### src/rtl/prog_loader_if.sv
`default_nettype none
// ============================================================================
//  Module      : prog_loader_if
//  Description : Byte-stream input, instruction-memory write port and
//                processor-control signals of the program loader.
//  Revision    : 1.0  initial release
// ============================================================================
interface prog_loader_if #(
    parameter int ADDR_W = 6
);
    logic              start;
    logic [7:0]        in_data;
    logic              in_valid;
    logic              in_ready;
    logic              wr_en;
    logic [ADDR_W-1:0] wr_addr;
    logic [15:0]       wr_data;
    logic              proc_enable;
    logic              proc_restart;
    logic              busy;
    logic              err;
    logic [ADDR_W:0]   load_count;

    // Host / byte source side.
    modport master (
        output start, in_data, in_valid,
        input  in_ready, wr_en, wr_addr, wr_data, proc_enable, proc_restart,
               busy, err, load_count
    );

    // Loader side.
    modport slave (
        input  start, in_data, in_valid,
        output in_ready, wr_en, wr_addr, wr_data, proc_enable, proc_restart,
               busy, err, load_count
    );
endinterface
`default_nettype wire

### src/rtl/prog_loader.sv
`default_nettype none
// ============================================================================
//  Module      : prog_loader
//  Description : Serial program loader. Receives a length byte N followed by
//                N big-endian 16-bit words, writes them to instruction memory
//                from address 0, then restarts and enables the processor.
//                Optional feature macro: LOADER_CHECKSUM_EN (adds a trailing
//                XOR checksum byte over the length and all data bytes).
//  Revision    : 1.0  initial release
// ============================================================================
module prog_loader #(
    parameter int DEPTH  = 64,
    parameter int ADDR_W = 6
) (
    input  logic         clk,
    input  logic         reset,
    prog_loader_if.slave bus
);

`ifdef LOADER_CHECKSUM_EN
    typedef enum logic [2:0] {
        ST_IDLE  = 3'd0,
        ST_LEN   = 3'd1,
        ST_HI    = 3'd2,
        ST_LO    = 3'd3,
        ST_DONE  = 3'd4,
        ST_ERROR = 3'd5,
        ST_CKSUM = 3'd6
    } state_t;
`else
    typedef enum logic [2:0] {
        ST_IDLE  = 3'd0,
        ST_LEN   = 3'd1,
        ST_HI    = 3'd2,
        ST_LO    = 3'd3,
        ST_DONE  = 3'd4,
        ST_ERROR = 3'd5
    } state_t;
`endif

    state_t            state_q, state_d;
    logic [7:0]        len_q, len_d;
    logic [7:0]        hi_q, hi_d;
    logic [ADDR_W:0]   load_count_q, load_count_d;
    logic              in_ready_q, in_ready_d;
    logic              wr_en_q, wr_en_d;
    logic [ADDR_W-1:0] wr_addr_q, wr_addr_d;
    logic [15:0]       wr_data_q, wr_data_d;
    logic              proc_enable_q, proc_enable_d;
    logic              proc_restart_q, proc_restart_d;
    logic              busy_q, busy_d;
    logic              err_q, err_d;
`ifdef LOADER_CHECKSUM_EN
    logic [7:0]        acc_q, acc_d;
`endif

    logic accept;
    logic len_bad;
    logic last_word;
    logic loading_d;

    // A byte transfers only when the source offers it and we advertise ready.
    assign accept    = bus.in_valid && in_ready_q;
    assign len_bad   = (bus.in_data == 8'd0) || (32'(bus.in_data) > 32'(DEPTH));
    assign last_word = ((32'(load_count_q) + 32'd1) == 32'(len_q));

    // Next-state and next-output computation; all outputs are registered
    // from the next state so they line up exactly with the state register.
    always_comb begin
        state_d        = state_q;
        len_d          = len_q;
        hi_d           = hi_q;
        load_count_d   = load_count_q;
        wr_en_d        = 1'b0;
        wr_addr_d      = wr_addr_q;
        wr_data_d      = wr_data_q;
`ifdef LOADER_CHECKSUM_EN
        acc_d          = acc_q;
`endif

        case (state_q)
            ST_IDLE, ST_DONE, ST_ERROR: begin
                if (bus.start) begin
                    state_d      = ST_LEN;
                    load_count_d = '0;
                end
            end
            ST_LEN: begin
                if (accept) begin
                    len_d = bus.in_data;
`ifdef LOADER_CHECKSUM_EN
                    acc_d = bus.in_data;
`endif
                    state_d = len_bad ? ST_ERROR : ST_HI;
                end
            end
            ST_HI: begin
                if (accept) begin
                    hi_d = bus.in_data;
`ifdef LOADER_CHECKSUM_EN
                    acc_d = acc_q ^ bus.in_data;
`endif
                    state_d = ST_LO;
                end
            end
            ST_LO: begin
                if (accept) begin
                    wr_en_d   = 1'b1;
                    wr_addr_d = load_count_q[ADDR_W-1:0];
                    wr_data_d = {hi_q, bus.in_data};
`ifdef LOADER_CHECKSUM_EN
                    acc_d = acc_q ^ bus.in_data;
`endif
                    // Saturate rather than wrap: the count never exceeds DEPTH.
                    if (32'(load_count_q) < 32'(DEPTH)) begin
                        load_count_d = load_count_q + (ADDR_W+1)'(1);
                    end
                    if (last_word) begin
`ifdef LOADER_CHECKSUM_EN
                        state_d = ST_CKSUM;
`else
                        state_d = ST_DONE;
`endif
                    end else begin
                        state_d = ST_HI;
                    end
                end
            end
`ifdef LOADER_CHECKSUM_EN
            ST_CKSUM: begin
                if (accept) begin
                    state_d = (bus.in_data == acc_q) ? ST_DONE : ST_ERROR;
                end
            end
`endif
            default: begin
                state_d = ST_IDLE;
            end
        endcase

        loading_d = (state_d == ST_LEN) || (state_d == ST_HI) || (state_d == ST_LO)
`ifdef LOADER_CHECKSUM_EN
                    || (state_d == ST_CKSUM)
`endif
                    ;
        in_ready_d     = loading_d;
        busy_d         = loading_d;
        err_d          = (state_d == ST_ERROR);
        // Restart fires on the DONE entry edge; enable follows one cycle later
        // and drops on the same edge that leaves DONE.
        proc_restart_d = (state_d == ST_DONE) && (state_q != ST_DONE);
        proc_enable_d  = (state_d == ST_DONE) && (state_q == ST_DONE);
    end

    // State and output registers with asynchronous clear.
    always_ff @(posedge clk or posedge reset) begin
        if (reset) begin
            state_q        <= ST_IDLE;
            len_q          <= '0;
            hi_q           <= '0;
            load_count_q   <= '0;
            in_ready_q     <= 1'b0;
            wr_en_q        <= 1'b0;
            wr_addr_q      <= '0;
            wr_data_q      <= '0;
            proc_enable_q  <= 1'b0;
            proc_restart_q <= 1'b0;
            busy_q         <= 1'b0;
            err_q          <= 1'b0;
`ifdef LOADER_CHECKSUM_EN
            acc_q          <= '0;
`endif
        end else begin
            state_q        <= state_d;
            len_q          <= len_d;
            hi_q           <= hi_d;
            load_count_q   <= load_count_d;
            in_ready_q     <= in_ready_d;
            wr_en_q        <= wr_en_d;
            wr_addr_q      <= wr_addr_d;
            wr_data_q      <= wr_data_d;
            proc_enable_q  <= proc_enable_d;
            proc_restart_q <= proc_restart_d;
            busy_q         <= busy_d;
            err_q          <= err_d;
`ifdef LOADER_CHECKSUM_EN
            acc_q          <= acc_d;
`endif
        end
    end

    assign bus.in_ready     = in_ready_q;
    assign bus.wr_en        = wr_en_q;
    assign bus.wr_addr      = wr_addr_q;
    assign bus.wr_data      = wr_data_q;
    assign bus.proc_enable  = proc_enable_q;
    assign bus.proc_restart = proc_restart_q;
    assign bus.busy         = busy_q;
    assign bus.err          = err_q;
    assign bus.load_count   = load_count_q;

endmodule
`default_nettype wire

### src/flat_wrapper.sv
// flat-port wrapper written by rule: the top's interface ports become plain ports
module prog_loader_flat 
#(
    parameter int DEPTH  = 64,
    parameter int ADDR_W = 6
)
  (clk, reset, bus_start, bus_in_data, bus_in_valid, bus_in_ready, bus_wr_en, bus_wr_addr, bus_wr_data, bus_proc_enable, bus_proc_restart, bus_busy, bus_err, bus_load_count);
  prog_loader_if #(.ADDR_W(ADDR_W)) bus_i ();
  input  logic clk;
  input  logic reset;
  input wire logic [$bits(bus_i.start)-1:0] bus_start;
  input wire logic [$bits(bus_i.in_data)-1:0] bus_in_data;
  input wire logic [$bits(bus_i.in_valid)-1:0] bus_in_valid;
  output wire logic [$bits(bus_i.in_ready)-1:0] bus_in_ready;
  output wire logic [$bits(bus_i.wr_en)-1:0] bus_wr_en;
  output wire logic [$bits(bus_i.wr_addr)-1:0] bus_wr_addr;
  output wire logic [$bits(bus_i.wr_data)-1:0] bus_wr_data;
  output wire logic [$bits(bus_i.proc_enable)-1:0] bus_proc_enable;
  output wire logic [$bits(bus_i.proc_restart)-1:0] bus_proc_restart;
  output wire logic [$bits(bus_i.busy)-1:0] bus_busy;
  output wire logic [$bits(bus_i.err)-1:0] bus_err;
  output wire logic [$bits(bus_i.load_count)-1:0] bus_load_count;
  assign bus_i.start = bus_start;
  assign bus_i.in_data = bus_in_data;
  assign bus_i.in_valid = bus_in_valid;
  assign bus_in_ready = bus_i.in_ready;
  assign bus_wr_en = bus_i.wr_en;
  assign bus_wr_addr = bus_i.wr_addr;
  assign bus_wr_data = bus_i.wr_data;
  assign bus_proc_enable = bus_i.proc_enable;
  assign bus_proc_restart = bus_i.proc_restart;
  assign bus_busy = bus_i.busy;
  assign bus_err = bus_i.err;
  assign bus_load_count = bus_i.load_count;
  prog_loader #(.DEPTH(DEPTH), .ADDR_W(ADDR_W)) u_core (.clk(clk), .reset(reset), .bus(bus_i));
endmodule
### config.mk
export PLATFORM = sky130hd
export DESIGN_NAME = prog_loader_flat
export DESIGN_NICKNAME = d
export VERILOG_FILES = /design/src/rtl/prog_loader_if.sv /design/src/rtl/prog_loader.sv /design/src/flat_wrapper.sv
export SDC_FILE = /design/constraint.sdc
export NUM_CORES = 1
export LEC_CHECK = 0
export CORE_MARGIN = 4
export CORE_UTILIZATION = 30
export CTS_CLUSTER_SIZE = 30
export DETAILED_ROUTE_END_ITERATION = 12
export GPL_ROUTABILITY_DRIVEN = 0
export PLACE_DENSITY_LB_ADDON = 0.2
export SYNTH_ARGS = -nofsm -noshare
export SYNTH_HDL_FRONTEND = slang
export SYNTH_SLANG_ARGS = --single-unit
### constraint.sdc
create_clock -name clk -period 3.2 [get_ports clk]
set_input_delay 0.64 -clock clk [delete_from_list [all_inputs] [get_ports clk]]
set_output_delay 0.64 -clock clk [all_outputs]
set_load 0.02 [all_outputs]
==> Yosys cells after proc, flatten, opt, wreduce, memory -nomap -nowiden <==
Index checks and enable logic that the tools add are counted.
{ "word_totals": {"word_cells": 57, "output_inout_bits": 35, "input_bits": 12, "reg_bits": 53} }
{ "op_classes": {"magnitude_cmp": 2, "n_mux": 13, "n_addsub": 2, "eq_ne": 15, "n_reduce_logical": 14} }
{ "ops": {"columns": ["cell", "count"], "rows": [
  ["equality test 32 x 8 -> 1 bit", 1],
  ["two-way mux 7 bit", 3],
  ["two-way mux 3 bit", 6],
  ["one-hot mux 7 bit (2 select lines)", 1],
  ["equality test 3 x 2 -> 1 bit, second input constant", 4],
  ["equality test 3 bit, second input constant", 4],
  ["one-hot mux 3 bit (4 select lines)", 1],
  ["adder 7 x 1 -> 8 bit, second input constant", 1],
  ["greater-than comparator 8 x 7 -> 1 bit, second input constant", 1],
  ["zero test 8 bit", 1],
  ["adder 7 x 1 -> 7 bit, second input constant", 1],
  ["less-than comparator 7 bit, second input constant", 1],
  ["equality test 3 x 1 -> 1 bit, second input constant", 2],
  ["AND reduction 2 bit", 3],
  ["inequality test 2 x 1 -> 1 bit, second input constant", 2],
  ["AND reduction 4 bit", 1],
  ["logical AND 1 bit", 3],
  ["zero test 3 bit", 1],
  ["logical OR 1 bit", 3],
  ["inequality test 3 bit, second input constant", 1],
  ["OR reduction 3 bit", 1],
  ["two-way mux 1 bit", 2],
  ["inequality test 2 bit, second input constant", 1],
  ["nonzero test 2 bit", 1]
]} }

==> Depth between registers and ports, before layout <==
Gate-level depths: netlist of run 1.
{ "depth": {"word_depth": 8, "mapped_depth": 8, "mapped_depth_nobuf": 6} }

==> Worst setup path before layout of run 1 <==
No wires, ideal clock.
{ "synth_timing": {"kind": "register to register", "start": "reg u_core.load_count_q[0] (netlist: u_core.bus.load_count[0])", "end": "reg u_core.state_q[2]", "path_buffers": 1, "path_stages_with_launch": 8, "synth_period_minus_slack_ns": 2.179, "required_ns": 3.076, "t_arrival_ns": 2.055, "path_slack_ns": 1.021, "setup_ns": 0.124, "cell_sequence": "dfrtp_1 ha_1 buf_2 nand2_1 a21o_1 a2111o_1 and4_1 a211o_1"} }
{ "synth_between": {"elab_chain_len": 5} }
{ "synth_rtl": {"columns": ["item", "line", "text"], "rows": [
  ["from (decl)", "prog_loader.sv:44", "logic [ADDR_W:0] load_count_q, load_count_d;"],
  ["from (signal assigned)", "prog_loader.sv:177", "load_count_q <= load_count_d;"],
  ["adder 7 x 1 -> 8 bit", "prog_loader.sv:65", "assign last_word = ((32'(load_count_q) + 32'd1) == 32'(len_q));"],
  ["equality test 32 x 8 -> 1 bit", "prog_loader.sv:65", null],
  ["two-way mux 3 bit", "prog_loader.sv:118", "if (last_word) begin"],
  ["two-way mux 3 bit", "prog_loader.sv:107", "if (accept) begin"],
  ["one-hot mux 3 bit (4 select lines)", "prog_loader.sv:81", "case (state_q)"],
  ["net u_core.state_d[2]", "prog_loader.sv:41", "state_t state_q, state_d;"],
  ["to (signal assigned)", "prog_loader.sv:174", "state_q <= state_d;"],
  ["to (decl)", "prog_loader.sv:41", null]
]} }
The timed path passes the listed nets, and every way through them passes these cells.
A chain may end at the register's enable or synchronous reset.

==> Worst setup path after layout of run 1 <==
Same ends and word-level chain as after synthesis.

==> results of run 1 <==
## cells in the final DEF (no fill, tap or decap), drive strengths merged, types with 5 or more instances in the layout
cell / synthesis / layout
inv: 6 / 7
nor3: 5 / 5
nor2: 5 / 5
nand3: 9 / 9
clkdlybuf4s50: 0 / 46
dfrtp: 53 / 53
mux2: 15 / 15
clkbuf: 4 / 5
nand2: 77 / 77
o21ai: 10 / 10
## kinds of logic (layout without fill, tap and decap cells)
group           count (synthesis)  after routing
simple gates                  113            113
flops                          53             53
compound gates                 37             37
buf+inv                        19             64
mux                            15             15
xor+xnor                        7              7
fa+ha+maj                       1              1
## area by class of cell
class / count / area (um2)
clock buffers: 5 / 68.8
repair buffers: 50 / 490
multi-input cells: 173 / 1030
flip-flops and latches: 53 / 1330
well taps: 102 / 128
clock inverters: 3 / 21.3
fillers: 803 / 4720
inverters: 6 / 22.5
## sequential cells by signal (all words and copies together), names as in the netlist
register and count:
u_core.len_q 8, u_core.bus.wr_addr 6, u_core.bus.wr_en 1, u_core.hi_q 8
u_core.bus.load_count 7, u_core.state_q 3, u_core.bus.proc_enable 1, u_core.bus.err 1
u_core.bus.wr_data 16, u_core.bus.proc_restart 1, u_core.bus.in_ready 1
## worst min-delay path: stages, from the launching register on
cell	delay (ps)
dfrtp_1	350
nand2_1	50
nand2_1	40
## power breakdown
part	switching, mW	leakage, nW	internal, mW
registers	0.206	0.689	0.916
logic	0.528	0.669	0.520
clock network	0.236	0.0445	0.156
total	0.970	1.40	1.59
## per-layer routing
layer  global-route usage, %  part of all wire, %  up-vias
met2                    19.6                   47       43
li1                        -                    -      924
met4                    4.73                  1.7        0
met3                    2.29                  4.4        7
met1                    17.2                   47      912
met5                       0                    0        -
## how the worst max path moves through the flow
stage                     cells past startpoint                     start                  end  slack, ps
after floorplan                               7  u_core.bus.load_count[0]    u_core.state_q[2]       1020
after global placement                        6            bus_in_data[0]  u_core.bus.in_ready        530
after detailed placement                      6            bus_in_data[0]  u_core.bus.in_ready        500
after CTS                                     6  u_core.bus.load_count[0]    u_core.state_q[2]        810
after global routing                          6  u_core.bus.load_count[0]    u_core.state_q[1]        670
final                                         6  u_core.bus.load_count[0]    u_core.state_q[2]        820
## per-stage QoR
step	util (%)	hold WS [ps]	area (um2)
6_report	39.5	472	3090
2_1_floorplan	-	435	2440
3_3_place_gp	38.4	445	3000
3_5_place_dp	38.4	451	3000
5_1_grt	39.5	505	3090
4_1_cts	39.5	472	3090
==> results.tsv, run 1 <==
metric	value	unit
detail-route-antenna-nets	0	
synthAdderAreaFrac	0.513	%
cts_root_buf	clkbuf_8	
hold_end	u_core.bus.wr_data[12]	
ios	47	
core	7810	um2
hold_viol_final	0	
yosys.cell_types.count	43	
fp.dieArea	9640	um2
tightest_slew	739	ps
critPathRequiredTime	3410	ps
fin_nets	302	
slowest_delay	530	ps
ys_seq_area_share	54.3	%
setup_slack	816	ps
yosys_warnings	0	
cts_max_path_buffers	2	
power	2.56	mW
clk_pin_slew	100	ps
syn_area	2440	um2
grt_pass1_vias	1844	
slew_headroom	50.5	%
async_reset_ff_share	100	%
dominantRegCellSynth	dfrtp_1	
ys_top_cells_by_count	nand2_1 (77), dfrtp_1 (53), mux2_2 (15)	
hold_depth	2	
post-place-ws	499	ps
regToRegSetupSlack	820	ps
final_cells	392	
path_delay_family	compound AO/OA/AOI/OAI gates	
fmax	0.419	GHz
antenna_found_initial	0	
synth_top_cell_area_share	54.3	%
min_period	2380	ps
cts_setup_buffers	0	
vias	1886	
cp_num_buf_inv	0	
drv_cap	0	
ys_top_cells_by_area	dfrtp_1 (54%), nand2_1 (12%), mux2_2 (6.9%), o21ai_0 (2.1%), buf_2 (1.6%)	
drt_pass1_iterations	4	
ys_ff_latch	53	
setup_viol	0	
io_buffers	46	
hp-class	reg2reg	
postCtsResizedCells	0	
drive_gt1_share	11.7	%
grt_pass1_wl	9.80	mm
worstSetupStartpointType	flip-flop	
start_util	31.3	%
cts_hold_buffers	0	
dpl.hpwl	4.18	mm
synthSimpleGateAreaFrac	21.1	%
rows	32	
fin_tns_setup	0	ps
path_max_fanout	8	
yosys.area.top_type	dfrtp_1	
cpMaxStageDelayCell	dfrtp_1	
n_antenna_cell	0	
route.detailed.wl_per_inst	14.8	um
yosysMostFrequentCell	nand2_1	
dp.cells	384	
muxShareOfSynthArea	6.92	%
p_per_area	830	nW/um2
synth_xor_area_share	2.51	%
grt_max_degree	26	
finClkSkew	7.08	ps
drc_errors	0	
syn_avg_cell_area	9.96	um2
status	completed	
syn_inst	245	
die_width	98.2	um
cp.arrival	2590	ps
synth_top_family_by_area	simple AND/OR/NAND/NOR gates	
die_y	98.2	um
path_class	reg2reg	
rsz0062_at_grt	no	
clock_latency	310	ps
numClockSinks	53	
ir_worst_vdd	0.388	mV
globalRouteTotalUtil	12.5	%
synth_compound_area_share	11.2	%
synth-edff-count	0	
vias_per_cell	4.81	
drtIter0Drc	101	
cts_max_level	2	
p_leak	1.40	nW
worstReg2RegEnd	u_core.state_q[2]	
fin_crit_sh	74.5	%
hp-start	u_core.hi_q[4]	
cts_tree	built	
synth_nets	258	
rr_startpoint	u_core.bus.load_count[0]	
drt_wl_total	5.80	mm
end_kind	flip-flop	
finalMaxSlewViolations	0	
cts_buffers	5	
crit_chain	ha_1 -> nand2_1 -> a21o_1 -> a2111o_1 -> and4_1 -> a211o_1	
overflow	0	
areaGrowthSynthToFinish	26.4	%
rr_worst_depth	6	
Note: power is estimated with default switching activity, not from simulation.
==> run 2: changes to the inputs <==
==> constraint.sdc (replaced) <==
create_clock -name clk -period 2.4 [get_ports clk]
set_input_delay 0.48 -clock clk [delete_from_list [all_inputs] [get_ports clk]]
set_output_delay 0.48 -clock clk [all_outputs]
set_load 0.02 [all_outputs]
==> run 2 against run 1 <==
  * Clock skew rose by 4.8 ps
  * Critical path depth is the same
  * Non-clock buffer count is 14 higher
  * Via count up 2.8%
  * Total power rose by 39%
  * Highest routed layer unchanged
  * Sequential share of layout area shrank 1.8 points
  * First-iteration DRC count down 51%
  * Sequential power is 31% higher
  * Die area unchanged
  * Design area increased by 4.5%
==> results.tsv, run 2 (synthesis gave the netlist of run 1 again) <==
metric	value	unit	change
core	7810	um2	unchanged
antenna_found_initial	0		unchanged
cts_root_buf	clkbuf_8		unchanged
start_util	31.3	%	unchanged
hold_viol_final	0		unchanged
p_clk_share	17.4	%	was 15.3%
end_kind	flip-flop		unchanged
status	completed		unchanged
rows	32		unchanged
setup_viol	0		unchanged
drtIter0Drc	49		was 101
finClkSkew	11.9	ps	was 7.08 ps
worstSetupStartpointType	primary input		was flip-flop
p_leak	1.49	nW	was 1.40 nW
die_width	98.2	um	unchanged
cts_tree	built		unchanged
p_int	2.28	mW	was 1.59 mW
hp-class	reg2reg		unchanged
cts_buffers	5		unchanged
dpl.hpwl	4.10	mm	was 4.18 mm
drive_gt1_share	15.5	%	was 11.7%
postLayoutCellArea	3230	um2	was 3090 um2
p_per_area	1100	nW/um2	was 830 nW/um2
clk_pin_slew	100	ps	about the same
path_class	in2reg		was reg2reg
p_seq_share	41.4	%	was 43.8%
drt_wl_total	5.89	mm	was 5.80 mm
placed_cell_area	3110	um2	was 3000 um2
mostFrequentLayoutCell	nand2_1		unchanged
drc_errors	0		unchanged
vias	1939		was 1886
path_max_fanout	3		was 8
num-fill-cells	798		was 803
numClockSinks	53		unchanged
path_delay_family	simple AND/OR/NAND/NOR gates		was compound AO/OA/AOI/OAI gates
fin_tns_setup	0	ps	unchanged
io_buffers	46		unchanged
swShare	35.9	%	was 37.9%
globalRouteTotalUtil	12.4	%	was 12.5%
fin_crit_sh	91.6	%	
power.switching	1.28	mW	was 970 uW
ir_worst_vdd	0.462	mV	was 0.388 mV
cts_setup_buffers	0		unchanged
fp.dieArea	9640	um2	unchanged
postCtsResizedCells	0		unchanged
slew_headroom	70.1	%	was 50.5%
p_comb_share	41.1	%	was 40.9%
cts_hold_buffers	0		unchanged
clock_latency	310	ps	about the same
cts_max_path_buffers	2		unchanged
areaGrowthSynthToFinish	32.1	%	was 26.4%
route.detailed.wl_per_inst	14.5	um	was 14.8 um
drt_pass1_iterations	4		unchanged
detail-route-antenna-nets	0		unchanged
rsz0062_at_grt	no		unchanged
n_antenna_cell	0		unchanged
drv_cap	0		unchanged
min_period	2200	ps	
vias_per_cell	4.78		was 4.81
fin_nets	316		was 302
finalMaxSlewViolations	0		unchanged
fmax	0.455	GHz	
cp_num_buf_inv	1		was 0
slowest_delay	560	ps	was 530 ps
crit_chain	clkdlybuf4s50_1 -> or4_4 -> or4_4 -> a31oi_1 -> nand2b_1 -> a21oi_1		was ha_1 -> nand2_1 -> a21o_1 -> a2111o_1 -> and4_1 -> a211o_1
tightest_slew	437	ps	was 739 ps
post-place-ws	-126	ps	was 499 ps
cp_common_cell	or4_4		
overflow	0		unchanged
cp.arrival	2400	ps	was 2590 ps
grt_max_degree	54		was 26
final_cell_mix	nand2_1 (77), dfrtp_1 (53), clkdlybuf4s50_1 (46)		unchanged
grt_pass1_vias	1871		was 1844
setup_slack	203	ps	was 816 ps
grt_pass1_wl	9.68	mm	was 9.80 mm
die_y	98.2	um	unchanged
cts_max_level	2		unchanged
cpMaxStageDelayCell	or4_4		was dfrtp_1
ios	47		unchanged
largest_reg_flops	16		unchanged
critPathRequiredTime	2600	ps	was 3410 ps
run 2: cell count changes in the layout (fill, tap and decap cells not counted):
cell / delta
inv_6: -1
bufinv_16: +1
clkinv_2: -1
clkinvlp_4: -1
clkbuf_1: +1
clkinv_4: +1
buf_12: +1
buf_4: +13
run 2: through the flow:
step	hold WS, ps	utilization, %	power, mW	instances
floorplan	435	-	2.36	245
global placement	445	39.9	2.95	398
detailed placement	454	39.9	2.97	398
CTS	478	41.3	3.61	406
global route	502	41.3	3.80	406
finish	472	41.3	3.55	406
run 2: final timing paths:
kind	start	end	slack (ps)	depth (start not counted)
worst max register to register	u_core.bus.load_count[1]	u_core.state_q[2]	280	6
worst min register to register	u_core.hi_q[3]	u_core.bus.wr_data[11]	470	2
worst max-delay path	bus_in_data[0]	u_core.bus.in_ready	200	6
worst min-delay path	u_core.hi_q[3]	u_core.bus.wr_data[11]	470	2
min in group asynchronous	reset	u_core.bus.wr_en	530	3
max in group asynchronous	reset	u_core.len_q[3]	1620	3
run 2: layer usage:
metal | GRT usage [%] | up-vias | wire, um
li1 | - | 954 | -
met1 | 16.9 | 951 | 2850
met2 | 20.1 | 27 | 2780
met3 | 2.14 | 7 | 163
met4 | 4.10 | 0 | 87
met5 | 0 | - | 0
run 2: final cells by class:
class	count	area [um2]	share of cell area (%)
multi-input cells	173	1030	31.9
flip-flops and latches	53	1330	41.1
inverters	6	22.5	0.698
clock buffers	6	72.6	2.25
clock inverters	2	38.8	1.20
repair buffers	64	608	18.9
well taps	102	128	3.96
run 2: power groups by stage:
stage,Sequential [mW],Combinational [mW],Clock [mW]
6_report,1.47,1.46,0.620
5_1_grt,1.53,1.60,0.666
4_1_cts,1.48,1.48,0.644
3_5_place_dp,1.49,1.48,0
3_3_place_gp,1.49,1.46,0
2_1_floorplan,1.63,0.725,0
run 2: worst reg2reg max path, cell delays in order, from the launching register on:
cell and delay (ps):
dfrtp_1 450, ha_1 370, nand2_1 120, a21o_1 190
a2111o_1 410, and4_1 200, a211o_1 290
==> run 3: changes to the inputs <==
--- a/config.mk
+++ b/config.mk
@@ -11,6 +11,7 @@
 export DETAILED_ROUTE_END_ITERATION = 12
 export GPL_ROUTABILITY_DRIVEN = 0
 export PLACE_DENSITY_LB_ADDON = 0.2
+export SLEW_MARGIN = 20
 export SYNTH_ARGS = -nofsm -noshare
 export SYNTH_HDL_FRONTEND = slang
 export SYNTH_SLANG_ARGS = --single-unit
==> results of run 3 <==
The final DEF is identical to that of run 2; final timing and power are the same.
